**src/rtl/uart_rx_unit.sv**
```systemverilog
// uart_rx_unit: 16x-oversampled 8N1 UART receiver holding one byte, with overrun/framing flags
module uart_rx_unit #(
  parameter int CLK_DIV  = 326,
  parameter int OVERSAMP = 16
) (
  input  logic       sysclk,
  input  logic       reset,
  input  logic       UART_RX,
  input  logic       rx_clear,
  output logic [7:0] rx_data,
  output logic       rx_valid,
  output logic       rx_overrun,
  output logic       rx_frame_err,
  output logic       rx_busy
);
  localparam int DW = (CLK_DIV > 2) ? $clog2(CLK_DIV) : 1;
  localparam logic [DW-1:0] DIV_END = DW'(CLK_DIV - 1);
  localparam logic [3:0] T_MID = 4'(OVERSAMP / 2 - 1);
  localparam logic [3:0] T_END = 4'(OVERSAMP - 1);
  typedef enum logic [1:0] {IDLE, START, DATA, STOP} state_t;
  state_t state;
  logic [1:0] sync;
  logic [DW-1:0] div;
  logic [3:0] tick_cnt;
  logic [2:0] bit_cnt;
  logic [7:0] sr;
  logic rx_s, tick;
  assign rx_s = sync[1];
  assign tick = (state != IDLE) && (div == DIV_END);
  always_ff @(posedge sysclk or negedge reset)
    if (!reset) begin
      sync         <= 2'b11;
      state        <= IDLE;
      div          <= '0;
      tick_cnt     <= '0;
      bit_cnt      <= '0;
      sr           <= '0;
      rx_data      <= '0;
      rx_valid     <= 1'b0;
      rx_overrun   <= 1'b0;
      rx_frame_err <= 1'b0;
      rx_busy      <= 1'b0;
    end else begin
      sync <= {sync[0], UART_RX};
      // divider phase restarts at every start-edge detection
      div <= (state == IDLE || tick) ? '0 : div + 1'b1;
      if (rx_clear) begin
        rx_valid     <= 1'b0;
        rx_overrun   <= 1'b0;
        rx_frame_err <= 1'b0;
      end
      if (tick) tick_cnt <= tick_cnt + 1'b1;
      case (state)
        IDLE:
          if (!rx_s) begin
            state    <= START;
            tick_cnt <= '0;
            rx_busy  <= 1'b1;
          end
        START:
          if (tick && tick_cnt == T_MID) begin
            if (rx_s) begin
              state   <= IDLE;
              rx_busy <= 1'b0;
            end else begin
              state    <= DATA;
              tick_cnt <= '0;
              bit_cnt  <= '0;
            end
          end
        DATA:
          if (tick && tick_cnt == T_END) begin
            sr       <= {rx_s, sr[7:1]};
            tick_cnt <= '0;
            if (bit_cnt == 3'd7) state <= STOP;
            else bit_cnt <= bit_cnt + 1'b1;
          end
        STOP:
          // leave mid stop bit so a back-to-back start edge is still caught
          if (tick && tick_cnt == T_END) begin
            state   <= IDLE;
            rx_busy <= 1'b0;
            if (!rx_s) rx_frame_err <= 1'b1;
            else if (!rx_valid || rx_clear) begin
              rx_data  <= sr;
              rx_valid <= 1'b1;
            end else rx_overrun <= 1'b1;
          end
        default: state <= IDLE;
      endcase
    end
endmodule

```
**config.mk**
```make
export PLATFORM = sky130hd
export DESIGN_NAME = uart_rx_unit
export DESIGN_NICKNAME = d
export VERILOG_FILES = /design/src/rtl/uart_rx_unit.sv
export SDC_FILE = /design/constraint.sdc
export NUM_CORES = 1
export LEC_CHECK = 0
export CAP_MARGIN = 20
export CORE_MARGIN = 3
export CORE_UTILIZATION = 40
export DETAILED_ROUTE_END_ITERATION = 10
export DONT_BUFFER_PORTS = 1
export PLACE_DENSITY = 0.51
export SKIP_CTS_REPAIR_TIMING = 1
export SKIP_LAST_GASP = 1
export SLEW_MARGIN = 20
export SYNTH_ARGS = -nofsm -noshare
export SYNTH_HDL_FRONTEND = slang
export SYNTH_SLANG_ARGS = --single-unit
```
**constraint.sdc**
```tcl
create_clock -name sysclk -period 5.6 [get_ports sysclk]
set_clock_uncertainty 0.2 [all_clocks]
set_input_delay 0.56 -clock sysclk [delete_from_list [all_inputs] [get_ports sysclk]]
set_output_delay 0.56 -clock sysclk [all_outputs]
set_load 0.005 [all_outputs]
```
==> out/metrics.yaml <==
global_routing:
  grt-ovfl-total: 0
  grt_pass1_wl_um: 5306
  track_usage_pct: 12.69
  grt_max_degree: 41
  antenna_found_initial: 0
  first_global_vias: 1057
timing:
  rsz0062_at_grt: "false"
  post-route-min-period_ns: 2.338
  finalSetupTns_ns: 0
  setup_viol: 0
  slew_headroom_pct: 57.55
  tightestPinTransition_ns: 0.6282
  drv_slew: 0
  fmax_mhz: 427.8
  timing.final.ws_setup_ns: 3.262
  finalHoldViolCount: 0
  post-route-period-util_pct: 41.74
yosys:
  yosys-top-cells-count: "dfrtp_1, mux2_2, nor2_1, nand2_1, xor2_1"
  synth_simple_gate_area_share_pct: 15.40
  synth_xor_area_share_pct: 4.791
  synth_top_family_by_area: "simple AND/OR/NAND/NOR gates"
  synthAdderAreaFrac_pct: 3.422
  synth.area.mux_share_pct: 10.40
  postSynthAreaPerCell_um2: 12.52
  synthDistinctLibCells: 39
  synth_compound_area_share_pct: 8.966
  async_flop_share_pct: 100.0
  seq_area_frac_synth_pct: 54.89
  synth_top_cell_area_share_pct: 52.02
  syn-instance-count: 146
  synthTopCellsByArea: "dfrtp_1, mux2_2, xor2_1"
  synth_edf_count: 0
  synthFlopType: "dfrtp_1"
  yosysWarnings: 0
  yosysMostFrequentCell: "dfrtp_1"
  syn-num-nets: 155
  ys_ff_latch: 40
  synth_top_cell_by_area: "dfrtp_1"
  synth_area_um2: 1828
detailed_routing:
  via_per_inst: 5.413
  wl_per_cell_um: 15.07
  num_vias: 1088
  drc: 0
  dr.pass1.iters: 4
  drtIter0Drc: 82
  ant_nets: 0
  routed_wl_um: 3029
setup_path:
  crit_start: "div[1]$_DFF_PN0_"
  crit_required_ns: 5.57
  critPathKind: "flip-flop to flip-flop"
  worstSetupEndpoint: "sr[4]$_DFFE_PN0P_"
  rr_endpoint: "sr[4]$_DFFE_PN0P_"
  rrSetupSlack_ns: 3.26
  crit_arrival_ns: 2.31
  reg2reg_from: "div[1]$_DFF_PN0_"
  rr_worst_depth: 6
  critPathCaptureType: "flip-flop"
  start_kind: "flip-flop"
  worstPathMaxFanout: 9
pwr:
  leakage_nw: 0.9447
  ir_worst_vdd_uv: 237.4
  power_density_nw_per_um2: 260.9
clock_network:
  cts.sinks: 40
  clkSlewWorstSetupHoldPaths_ns: 0.07
  cts-root-buf: "clkbuf_8"
  cts_inserted_buffers: 5
  clockBufferDepth: 2
  cts_tree: "built"
  clk_latency_ns: 0.28
  htreeDepth: 2
finish:
  finalNetCount: 159
  drive_gt1_share_pct: 20.53
  utilization_pct: 47.89
  stdcell_area_um2: 2012
  syn_to_final_growth_pct: 10.06
  fillCellCount: 392
  n_antenna_cell: 0
  final_cell_count_no_fill: 201
die:
  dieHeight_um: 73.60
  start_util_pct: 43.51
  die_area_um2: 5417
  fp.coreArea_um2: 4202
  boundaryPins: 16
  row_count: 23
  die_w_um: 73.60
placed_design:
  post-place-ws_ns: 3.275
  numPortBuffers: 0
  gp_congestion: 0.8092
  dp_cells: 191
  dp_hpwl_um: 2144
  place_area_um2: 1867
job:
  drv_cap: 0
status:
  status: "finished clean"
hold_path:
  hp-class: "input pin to flip-flop"
## sequential cells by signal, summed over array words and instances (netlist names), 2 cells and up, named ones only
signal,flops
rx_data,8
sr,8
sync,2
bit_cnt,3
div,9
tick_cnt,4
## worst max-delay path: stages (launching register included)
cell	delay [ns]
dfrtp_1	0.42
inv_1	0.07
ha_1	0.12
and4b_1	0.40
nand3_4	0.16
nor3_4	0.46
mux2_2	0.39
## layer usage
| metal | part of all wire (%) | global-route usage [%] |
|---|---|---|
| met5 | 0 | 0 |
| met4 | 1.2 | 4.225 |
| met3 | 4.6 | 3.830 |
| met2 | 43 | 17.03 |
| met1 | 51 | 19.27 |
## report_power, final
| part | switching, mW | internal (mW) |
|---|---|---|
| sequential | 0.000907 | 0.290 |
| combinational | 0.00671 | 0.00300 |
| clock | 0.0922 | 0.132 |
## cell type report
class | instances | area (µm²) | share of cell area (%)
multi-input cells | 97 | 785.8 | 39.05
clock buffers | 6 | 72.57 | 3.607
flip-flops and latches | 40 | 1003 | 49.88
clock inverters | 2 | 35.03 | 1.741
well taps | 50 | 62.56 | 3.109
inverters | 4 | 15.01 | 0.7463
repair buffers | 2 | 37.54 | 1.866
## layout by cell type (no fill, tap or decap), types with 4 or more instances in the layout
cell      synthesis  layout
nand2_1           9       9
ha_1              5       5
inv_1             4       4
nor2_1           15      15
xor2_1            8       8
dfrtp_1          38      38
mux2_2           16      16
clkbuf_8          0       5
o21ai_0           4       4
nand3_1           4       4
## cells by family after synthesis
kind of cell | Yosys count
AOI/OAI and AO/OA | 19
buffers and inverters | 9
DFF | 40
and+or+nand+nor | 46
xor gates and xnor gates | 10
adders and majority gates | 5
muxes | 17
## per-stage QoR
step                total power, mW  hold slack [ns]
global route                 0.5511          0.04393
floorplan                    0.2975          0.06441
global placement             0.2980          0.06574
finish                       0.5250          0.06893
CTS                          0.5251          -0.2416
detailed placement           0.2983          0.06564
## how the worst min path moves through the flow
stage                        from                     end  slack [ns]  cells after the start
after floorplan             reset               async pin        0.06                      0
after global placement      reset        div[4]$_DFF_PN0_        0.07                      0
after detailed placement    reset  bit_cnt[0]$_DFFE_PN0P_        0.07                      0
after CTS                   reset       sr[7]$_DFFE_PN0P_       -0.24                      0
after global routing      UART_RX       sync[0]$_DFF_PN1_        0.04                      0
final                     UART_RX       sync[0]$_DFF_PN1_        0.07                      0
No activity file was read; power rests on OpenSTA's default activity.
